--- src/rtl/eeprom_word_assembler_pkg.sv ---
// eeprom_word_assembler_pkg: shared FSM state type and word width for the EEPROM word assembler.
package eeprom_word_assembler_pkg;

    localparam int WORD_W = 32;

    typedef enum logic [2:0] {IDLE, REQ, STREAM, CANCEL, DRAIN} state_t;

    function automatic logic byte_end(input logic [4:0] bit_cnt);
        return bit_cnt[2:0] == 3'd7;
    endfunction

endpackage

--- src/rtl/eeprom_word_assembler_if.sv ---
// eeprom_word_assembler_if: EEPROM serial stream, control and word-output signals of the assembler.
interface eeprom_word_assembler_if #(parameter int LEN_W = 16);
    import eeprom_word_assembler_pkg::*;

    logic             IN_start;
    logic [LEN_W-1:0] IN_numWords;
    logic             IN_data;
    logic             IN_dataValid;
    logic             IN_dataByte;
    logic             IN_dataWord;
    logic             OUT_read;
    logic             OUT_cancel;
    logic [WORD_W-1:0] OUT_word;
    logic             OUT_wordValid;
    logic             IN_wordReady;
    logic             OUT_busy;
    logic             OUT_done;
    logic             OUT_overflow;
    logic             OUT_alignErr;

    modport master (
        output IN_start, IN_numWords, IN_data, IN_dataValid, IN_dataByte, IN_dataWord, IN_wordReady,
        input  OUT_read, OUT_cancel, OUT_word, OUT_wordValid, OUT_busy, OUT_done, OUT_overflow, OUT_alignErr
    );

    modport slave (
        input  IN_start, IN_numWords, IN_data, IN_dataValid, IN_dataByte, IN_dataWord, IN_wordReady,
        output OUT_read, OUT_cancel, OUT_word, OUT_wordValid, OUT_busy, OUT_done, OUT_overflow, OUT_alignErr
    );

endinterface

--- src/rtl/eeprom_word_assembler_fifo.sv ---
// sync_word_fifo: synchronous FIFO with wrap-bit pointers and a registered head word.
module sync_word_fifo #(
    parameter int DEPTH = 4,
    parameter int WIDTH = 32
) (
    input  logic             clk,
    input  logic             rst,
    input  logic             i_push,
    input  logic [WIDTH-1:0] i_wdata,
    input  logic             i_pop,
    output logic [WIDTH-1:0] o_rdata,
    output logic             o_full,
    output logic             o_empty
);

    localparam int AW = $clog2(DEPTH);

    logic [WIDTH-1:0] r_mem [DEPTH];
    logic [AW:0]      r_wptr, r_rptr, w_rptr_n;
    logic [WIDTH-1:0] r_rdata;
    logic             w_rd, w_wr;

    assign o_empty  = r_wptr == r_rptr;
    assign o_full   = (r_wptr[AW] != r_rptr[AW]) && (r_wptr[AW-1:0] == r_rptr[AW-1:0]);
    assign w_rd     = i_pop && !o_empty;
    assign w_wr     = i_push && (!o_full || w_rd);
    assign w_rptr_n = r_rptr + (AW+1)'(w_rd);
    assign o_rdata  = r_rdata;

    always_ff @(posedge clk) begin
        if (w_wr) r_mem[r_wptr[AW-1:0]] <= i_wdata;
    end

    // The head register takes the incoming word when it lands in the slot about to become the head.
    always_ff @(posedge clk or negedge rst) begin
        if (!rst) begin
            r_wptr  <= '0;
            r_rptr  <= '0;
            r_rdata <= '0;
        end else begin
            r_wptr  <= r_wptr + (AW+1)'(w_wr);
            r_rptr  <= w_rptr_n;
            r_rdata <= (w_wr && r_wptr[AW-1:0] == w_rptr_n[AW-1:0]) ? i_wdata : r_mem[w_rptr_n[AW-1:0]];
        end
    end

endmodule

--- src/rtl/eeprom_word_assembler.sv ---
// eeprom_word_assembler: assembles the EEPROM serial stream into 32-bit words and buffers them for a consumer.
module eeprom_word_assembler
    import eeprom_word_assembler_pkg::*;
#(
    parameter int DEPTH = 4,
    parameter int LEN_W = 16
) (
    input logic clk,
    input logic rst,
    eeprom_word_assembler_if.slave bus
);

    state_t            r_state, w_next;
    logic [WORD_W-1:0] r_sr, w_word;
    logic [4:0]        r_bit_cnt;
    logic [LEN_W-1:0]  r_len, r_word_cnt, w_word_cnt_inc;
    logic              r_done, r_overflow, r_align_err;
    logic              w_start, w_valid, w_word_end, w_align, w_push, w_full, w_empty;

    assign w_start        = r_state == IDLE && bus.IN_start;
    assign w_valid        = r_state == STREAM && bus.IN_dataValid;
    assign w_word         = {r_sr[WORD_W-2:0], bus.IN_data};
    assign w_word_end     = w_valid && bus.IN_dataWord;
    assign w_align        = (bus.IN_dataWord && r_bit_cnt != 5'd31) || (bus.IN_dataByte != byte_end(r_bit_cnt));
    assign w_push         = w_word_end && !w_full;
    assign w_word_cnt_inc = r_word_cnt + 1'b1;

    assign bus.OUT_read      = r_state == REQ;
    assign bus.OUT_cancel    = r_state == CANCEL;
    assign bus.OUT_busy      = r_state != IDLE;
    assign bus.OUT_done      = r_done;
    assign bus.OUT_overflow  = r_overflow;
    assign bus.OUT_alignErr  = r_align_err;
    assign bus.OUT_wordValid = !w_empty;

    always_ff @(posedge clk or negedge rst) begin
        if (!rst) r_state <= IDLE;
        else      r_state <= w_next;
    end

    // A full FIFO at word completion ends the transfer: the stream cannot be stalled.
    always_comb begin
        w_next = r_state;
        unique case (r_state)
            IDLE:    w_next = (bus.IN_start && bus.IN_numWords != '0) ? REQ : IDLE;
            REQ:     w_next = STREAM;
            STREAM:  w_next = (w_word_end && (w_full || w_word_cnt_inc == r_len)) ? CANCEL : STREAM;
            CANCEL:  w_next = DRAIN;
            DRAIN:   w_next = w_empty ? IDLE : DRAIN;
            default: w_next = IDLE;
        endcase
    end

    always_ff @(posedge clk or negedge rst) begin
        if (!rst) begin
            r_sr        <= '0;
            r_bit_cnt   <= '0;
            r_len       <= '0;
            r_word_cnt  <= '0;
            r_done      <= 1'b0;
            r_overflow  <= 1'b0;
            r_align_err <= 1'b0;
        end else begin
            r_done <= (w_start && bus.IN_numWords == '0) || (r_state == DRAIN && w_empty);
            if (w_start) begin
                r_len       <= bus.IN_numWords;
                r_bit_cnt   <= '0;
                r_word_cnt  <= '0;
                r_overflow  <= 1'b0;
                r_align_err <= 1'b0;
            end
            if (w_valid) begin
                r_sr      <= w_word;
                r_bit_cnt <= r_bit_cnt + 5'd1;
            end
            if (w_valid && w_align) r_align_err <= 1'b1;
            if (w_word_end && w_full) r_overflow <= 1'b1;
            if (w_push) r_word_cnt <= w_word_cnt_inc;
        end
    end

    sync_word_fifo #(.DEPTH(DEPTH), .WIDTH(WORD_W)) u_fifo (
        .clk     (clk),
        .rst     (rst),
        .i_push  (w_push),
        .i_wdata (w_word),
        .i_pop   (bus.IN_wordReady),
        .o_rdata (bus.OUT_word),
        .o_full  (w_full),
        .o_empty (w_empty)
    );

endmodule

--- src/flat_wrapper.sv ---
// flat-port wrapper written by rule: the top's interface ports become plain ports
module eeprom_word_assembler_flat import eeprom_word_assembler_pkg::*;
#(
    parameter int DEPTH = 4,
    parameter int LEN_W = 16
)
  (clk, rst, bus_IN_start, bus_IN_numWords, bus_IN_data, bus_IN_dataValid, bus_IN_dataByte, bus_IN_dataWord, bus_IN_wordReady, bus_OUT_read, bus_OUT_cancel, bus_OUT_word, bus_OUT_wordValid, bus_OUT_busy, bus_OUT_done, bus_OUT_overflow, bus_OUT_alignErr);
  eeprom_word_assembler_if #(.LEN_W(LEN_W)) bus_i ();
  input logic clk;
  input logic rst;
  input wire logic [$bits(bus_i.IN_start)-1:0] bus_IN_start;
  input wire logic [$bits(bus_i.IN_numWords)-1:0] bus_IN_numWords;
  input wire logic [$bits(bus_i.IN_data)-1:0] bus_IN_data;
  input wire logic [$bits(bus_i.IN_dataValid)-1:0] bus_IN_dataValid;
  input wire logic [$bits(bus_i.IN_dataByte)-1:0] bus_IN_dataByte;
  input wire logic [$bits(bus_i.IN_dataWord)-1:0] bus_IN_dataWord;
  input wire logic [$bits(bus_i.IN_wordReady)-1:0] bus_IN_wordReady;
  output wire logic [$bits(bus_i.OUT_read)-1:0] bus_OUT_read;
  output wire logic [$bits(bus_i.OUT_cancel)-1:0] bus_OUT_cancel;
  output wire logic [$bits(bus_i.OUT_word)-1:0] bus_OUT_word;
  output wire logic [$bits(bus_i.OUT_wordValid)-1:0] bus_OUT_wordValid;
  output wire logic [$bits(bus_i.OUT_busy)-1:0] bus_OUT_busy;
  output wire logic [$bits(bus_i.OUT_done)-1:0] bus_OUT_done;
  output wire logic [$bits(bus_i.OUT_overflow)-1:0] bus_OUT_overflow;
  output wire logic [$bits(bus_i.OUT_alignErr)-1:0] bus_OUT_alignErr;
  assign bus_i.IN_start = bus_IN_start;
  assign bus_i.IN_numWords = bus_IN_numWords;
  assign bus_i.IN_data = bus_IN_data;
  assign bus_i.IN_dataValid = bus_IN_dataValid;
  assign bus_i.IN_dataByte = bus_IN_dataByte;
  assign bus_i.IN_dataWord = bus_IN_dataWord;
  assign bus_i.IN_wordReady = bus_IN_wordReady;
  assign bus_OUT_read = bus_i.OUT_read;
  assign bus_OUT_cancel = bus_i.OUT_cancel;
  assign bus_OUT_word = bus_i.OUT_word;
  assign bus_OUT_wordValid = bus_i.OUT_wordValid;
  assign bus_OUT_busy = bus_i.OUT_busy;
  assign bus_OUT_done = bus_i.OUT_done;
  assign bus_OUT_overflow = bus_i.OUT_overflow;
  assign bus_OUT_alignErr = bus_i.OUT_alignErr;
  eeprom_word_assembler #(.DEPTH(DEPTH), .LEN_W(LEN_W)) u_core (.clk(clk), .rst(rst), .bus(bus_i));
endmodule
--- config.mk ---
export PLATFORM = sky130hd
export DESIGN_NAME = eeprom_word_assembler_flat
export DESIGN_NICKNAME = d
export VERILOG_FILES = /design/src/rtl/eeprom_word_assembler_pkg.sv /design/src/rtl/eeprom_word_assembler_if.sv /design/src/rtl/eeprom_word_assembler_fifo.sv /design/src/rtl/eeprom_word_assembler.sv /design/src/flat_wrapper.sv
export SDC_FILE = /design/constraint.sdc
export NUM_CORES = 1
export LEC_CHECK = 0
export BUFFER_PORTS_ARGS = -buffer_cell sky130_fd_sc_hd__buf_2
export CAP_MARGIN = 20
export CELL_PAD_IN_SITES_DETAIL_PLACEMENT = 1
export CELL_PAD_IN_SITES_GLOBAL_PLACEMENT = 2
export CORE_ASPECT_RATIO = 0.6
export CORE_MARGIN = 4
export CORE_UTILIZATION = 45
export DETAILED_ROUTE_END_ITERATION = 7
export GPL_TIMING_DRIVEN = 1
export HOLD_SLACK_MARGIN = 0.12
export MAX_ROUTING_LAYER = met4
export PLACE_DENSITY = 0.77
export SETUP_SLACK_MARGIN = 0.2
export SKIP_CTS_REPAIR_TIMING = 1
export SYNTH_ARGS = -nofsm -noshare
export SYNTH_HDL_FRONTEND = slang
export SYNTH_SLANG_ARGS = --single-unit
--- constraint.sdc ---
create_clock -name clk -period 8.4 [get_ports clk]
set_input_delay 1.68 -clock clk [delete_from_list [all_inputs] [get_ports clk]]
set_output_delay 1.68 -clock clk [all_outputs]
set_load 0.02 [all_outputs]
---- Word level (Yosys, flattened, before mapping) ----
Memories as Yosys holds them, arrays and structs flattened. A register that Yosys moved wholly into a read port is not among the register bits.
Index checks and enable logic that the tools add are counted.
storage, ports and cells
  memory bits (writable) .................. 128
  register bits ........................... 80
  memories kept ........................... 1
operators by class
  reductions and logical operators ........ 29
  multiplexer cells ....................... 13
  eq/ne operators ......................... 11
  $add $sub $neg .......................... 4
memories
  memory               depth  width  read ports  clocked after Yosys merged registers in  wr ports  line                              source
  u_core.u_fifo.r_mem  4      32     1           1                                        1         eeprom_word_assembler_fifo.sv:18  logic [WIDTH-1:0] r_mem [DEPTH];
operator list
  kind                     number
  $mux W16                 2
  $add A16 B1 Y16 const B  1
  $eq A16 B16 Y1           1
  $logic_not A16 Y1        1
  $reduce_bool A16 Y1      1
  $pmux W3 S5              1
  $logic_and A1 B1 Y1      14
  $mux W5                  2
  $reduce_bool A2 Y1       4
  $mux W1                  7
  $add A3 B1 Y3            2
  $eq A3 B2 Y1 const B     2
  $eq A3 B3 Y1 const B     2
  $add A5 B1 Y5 const B    1
  $ne A5 B5 Y1 const B     1
  $logic_or A1 B1 Y1       4
  $eq A3 B1 Y1 const B     1
  $eq A3 B3 Y1             1
  $logic_not A1 Y1         3
  $logic_not A3 Y1         1
  $mux W3                  1
  $reduce_bool A3 Y1       1
  $eq A2 B2 Y1             1
  $ne A1 B1 Y1             2

---- Depth between registers and ports, before layout ----
  depth after elaboration ................. 7
  mapped depth ............................ 11

---- Hierarchy ----
From an unflattened synthesis, not the netlist that was laid out.
unflattened totals
  cells, all modules ...................... 682
  area, all modules ....................... 9785.6 um^2
modules (own cells, without submodules)
  module                 instances  area each (um^2)  cells an instance
  sync_word_fifo         1          6135.9            265
  eeprom_word_assembler  1          3649.8            417

---- Least setup slack after synthesis ----
OpenSTA, ideal clock, no wires.
  path type ............................... in2reg
  from .................................... in bus_IN_dataValid
  to ...................................... mem u_core.u_fifo.r_mem[1][0], enable pin
  stages on the path ...................... 7
  path buffers ............................ 3
  path slack .............................. 2795 ps
  arrival ................................. 5137 ps
  required time ........................... 7932 ps
  cell sequence ........................... nor4bb_1 > buf_2 > nand2_1 > or2_1 > buf_2 > clkbuf_1 > nor3b_1
on the way
  cells in the longest elaborated chain, start to end .. 6
ends and longest elaborated chain
  element                        line                              source
  start, declared                flat_wrapper.sv:14                input wire logic [$bits(bus_i.IN_dataValid)-1:0] bus_IN_dataValid;
  $logic_and A1 B1 Y1            eeprom_word_assembler.sv:21       assign w_valid = r_state == STREAM && bus.IN_dataValid;
  $logic_and A1 B1 Y1            eeprom_word_assembler.sv:23       assign w_word_end = w_valid && bus.IN_dataWord;
  $logic_and A1 B1 Y1            eeprom_word_assembler.sv:25       assign w_push = w_word_end && !w_full;
  $logic_and A1 B1 Y1            eeprom_word_assembler_fifo.sv:26  assign w_wr = i_push && (!o_full || w_rd);
  $mux W1                        eeprom_word_assembler_fifo.sv:31  if (w_wr) r_mem[r_wptr[AW-1:0]] <= i_wdata;
  $mux W1 (implied by the code)  eeprom_word_assembler_fifo.sv:31
  end, declared                  eeprom_word_assembler_fifo.sv:18
No other way between the ends.

---- Worst setup path in the final report ----
  from .................................... in bus_IN_dataValid
  to ...................................... mem u_core.u_fifo.r_mem[2][21], enable pin
The elaborated chain is that of the path after synthesis.

==> results <==
- The flow ran to the end, and the final reports show no timing, DRC or antenna violations.
- The achievable clock frequency is 256 MHz.
- The count of buffering cells on the critical path with inverters included is 5.
- Traced cell by cell, the critical path runs through buf_2, nor4bb_4, buf_4, nand2_1, or2_1, buf_4, inv_2, nand2_1, nor2_2, buf_4.
- The initial antenna violation count came to 0.
- The max-slew headroom at the worst pin is 37.6%.
- In this run the deepest clock path goes through 3 buffers.
- The number of buffers added by the clock tree synthesis step is 24.
- The netlist area before placement is 0.00963 sq mm.
- Clock tree synthesis selected as its root buffer the cell clkbuf_16.
- The sequential share of the synthesized area is 69.0%.
- In this run the biggest area consumer among cell types represents 39.9% of the synthesized area.
- The largest family of logic cells by synthesized area is multiplexers.
- The repair_antennas step left the layout with diodes totalling 0.
- The kind of start point of the critical path is an input port.
- The share of total power dissipated in the clock network is 27.7%.
- In the layout the commonest cells are edfxtp_1 (128), dfrtp_1 (112), nand2_1 (79).
- The required time at the endpoint of the critical path is 8540 ps.
- The final layout contains 712 nets.
- The first global-routing pass estimated 33700 microns of wire.
- Of the total power, the share spent switching nets is 31.5%.
- The total DRC errors in the routed layout is 0.
- The aggregate negative setup slack is 0 ps.
- The mean instance size in the synthesized netlist is 15.7 sq um.
- The fill cell total of the finished layout is 2014.
- Measured on the finished design, the core utilization comes to 52.8%.
- Grouping stages by cell kind, the critical path spends the most delay in buffers and inverters.
- The number of setup violations in the final report is 0.
- The element type at the critical path end is a flip-flop.
- The proportion of synthesized area in mux cells is 15.0%.
- The sequential cell area is 0.00665 sq mm.
- After synthesis the netlist holds a flip-flop and latch count of 240.
- Setup slack on the critical path of the routed design comes to 4490 ps.
- The y dimension of the die is 121 microns.
- The final design instance area without fill is 0.0111 sq mm.
- Across the routed clock network, the largest skew measured is 8.46 ps.
- The synthesized-area fraction occupied by and/or/nand/nor cells is 7.00%.
- The total overflow left after global routing is 0.
- Using the TritonRoute via totals, the vias-per-cell ratio works out to 5.44.
- The cell taking the most area after synthesis is edfxtp_1.
- The count of antenna-violating nets left after detailed routing is 0.
- The multi-input combinational cells in the finished layout cover a total of 0.00287 sq mm.
- The number of nets in the synthesized netlist is 645.
- For this block, the initial DRC count from the detailed router was 342.
- The pre-CTS setup slack is 3910 ps.
- The instance count of the mapped netlist is 613.
- The power per standard cell area is 365 mW/mm^2.
- Across all hold checks on the routed design, the worst slack comes to 481 ps.
- The via count of the first global-routing pass was 5713.
- For this design, the sink count on the clock tree is 240.
- The peak supply drop is 191 uV.
- The worst path in the final design needs a cycle of 3910 ps, including I/O delays and setup.
- The number of top-level pins is 63.
- The analysis attributes to net switching a power of 0.00128 W.
- The adder and majority gate portion of the synthesized area is 1.04%.
- The yosys synthesis warning count is 0.
- The internal portion of the total power is 0.00278 W.
- The count of H-tree levels built during CTS is 1.
- The most common cell after layout, fill and taps aside is edfxtp_1.
- The cell type of the slowest stage on the worst timing path is buf_4.
- The number of distinct library cells after synthesis is 47.
- Ranked by total cell area, the synthesized netlist is headed by edfxtp_1 (40%), dfrtp_1 (29%), mux4_2 (7.5%), mux2_2 (6.5%), nand2_1 (3.1%).
- The total count of hold-check failures in the final report is 0.
- The full die area is 0.0239 sq mm.
- The growth of design area from synthesis to finish is 15.2%.
- The number of search-and-repair iterations in the first detailed-routing pass is 4.
- The combinational cell fraction of total power is 31.4%.
- The detailed placement HPWL is 13000 microns.
- During placement, the flow inserted port buffers numbering 62.
- The number of max-slew violations in the final report is 0.
- The last weighted congestion value of the routability-driven placer is 0.848.
- The leakage power figure is 4.39 nW.
- The pin slew with the least headroom to its limit is 933 ps.
- Setup repair after global routing left no endpoint under its margin.
- Once placement finished, the instance area stood at 0.0103 sq mm.
- The cell row count is 41.
- The total track usage is 18.6%.
- The fraction of the mapped netlist area in compound gates is 3.43%.
- The number of vias after detailed routing is 5314.
- The start-to-end type of the worst setup path is input port to flip-flop.
- The share of the clock period used by the worst path is 46.5%.
- Entering global routing, the biggest net connects 59 pins.
- In this design, the stage delay of the slowest critical-path cell is 500 ps.
- At the later pin of the worst-skew pair, clock insertion delay measures 510 ps.
- The area share of xor/xnor cells in the synthesized design is 3.00%.
- The clock tree from TritonCTS is yes.
- The post-detailed-route wirelength per cell is 21.4 microns.
- The share of total power in sequential cells is 40.9%.
- The initial core utilization is 45.8%.
- The type of the worst min-delay path is flip-flop to flip-flop.
- Across the run, the number of max-cap violations was 0.
- The floorplan step defined a core boundary enclosing 0.0210 sq mm.
- The total wire length after detailed routing is 20900 microns.
- The post-route netlist has 29.7% of its cells at a drive strength greater than 1.
- The arrival time at the worst endpoint is 4050 ps.
- The most common cell type on the critical path is buf_4.
- The largest fanout on the critical path is 44.
- The die width is 197 microns.
- Clock-pin slew was measured on the worst setup and hold paths at 60 ps.
-- final timing paths --
| path | end | slack (ps) | startpoint | cells past startpoint |
|---|---|---|---|---|
| setup / recovery | u_core.u_fifo.r_mem[2][21] | 4490 | bus_IN_dataValid | 10 |
| hold / removal | u_core.bus.OUT_overflow | 480 | u_core.bus.OUT_overflow | 1 |
| setup reg to reg | u_core.u_fifo.o_rdata[22] | 4710 | u_core.u_fifo.r_wptr[0] | 10 |
| hold reg to reg | u_core.bus.OUT_overflow | 480 | u_core.bus.OUT_overflow | 1 |
| max in group asynchronous | u_core.r_sr[3] | 5880 | rst | 2 |
| min in group asynchronous | u_core.u_fifo.o_rdata[17] | 1270 | rst | 1 |
-- per-layer routing --
layer	GRT usage [%]	part of all wire (%)	vias to the layer above
li1	-	-	2415
met1	29.2	51	2788
met2	26.5	45	89
met3	2.47	3.3	22
met4	3.51	1.4	0
met5	-	0	-
-- cell usage after synthesis (all sizes together) --
library cell / count
o41ai: 1
dfrtp: 112
nor4bb: 1
nand3: 8
a31o: 1
mux4: 32
a211o: 1
a22o: 1
and3: 5
nand4b: 1
nand2: 79
o22ai: 1
a31oi: 1
nor3: 7
clkbuf: 20
or2: 2
mux2: 64
edfxtp: 128
a21o: 1
o31ai: 6
nor4: 8
xor2: 15
xnor2: 18
a311o: 1
and3b: 1
ha: 8
buf: 11
o21ai: 31
nor2: 20
nor2b: 1
nor3b: 2
and2: 5
a41oi: 1
inv: 4
a21oi: 6
nand4: 4
o2111ai: 2
and4: 2
o2bb2ai: 1
-- registers in the layout, indices dropped and copies added, names as in the netlist --
signal and flops:
u_core.u_fifo.r_mem 128, u_core.u_fifo.o_rdata 32, u_core.r_sr 31, u_core.r_len 16
u_core.r_word_cnt 16, u_core.r_bit_cnt 5, u_core.r_state 3, u_core.u_fifo.r_rptr 3
u_core.u_fifo.r_wptr 3, u_core.bus.OUT_alignErr 1, u_core.bus.OUT_done 1, u_core.bus.OUT_overflow 1
-- worst register-to-register path, delay by kind of cell, from the launching register on --
kind | cells | cell delay, ps
and+or+nand+nor | 4 | 710
adders and majority gates | 1 | 550
muxes | 1 | 420
buffers and inverters | 2 | 1010
xor gates and xnor gates | 2 | 390
DFF | 1 | 480
-- cells by family after synthesis --
kind of cell | count (synthesis)
buf+inv | 35
fa+ha+maj | 8
xor+xnor | 33
simple gates | 146
compound gates | 55
flops | 240
mux | 96
-- area by class of cell --
class                      count  area share [%]
clock inverter                13            1.52
timing repair buffer          72            3.49
sequential                   240            59.9
clock buffer                  31            6.02
multi-input combinational    338            25.8
inverter                       4           0.135
tap                          279            3.14
-- power by group through the flow --
stage	sequential (W)	clock (W)	combinational, W
after global routing	0.00169	0.00121	0.00140
after CTS	0.00166	0.00115	0.00131
after floorplan	0.00173	0	0.000855
final	0.00166	0.00112	0.00128
after detailed placement	0.00168	0	0.00130
after global placement	0.00167	0	0.00125
-- metrics by stage --
stage          power (W)  std cells
3_3_place_gp     0.00292        933
4_1_cts          0.00412        977
6_report         0.00406        977
3_5_place_dp     0.00298        933
5_1_grt          0.00429        977
2_1_floorplan    0.00258        613
No activity file was read; power rests on OpenSTA's default activity.
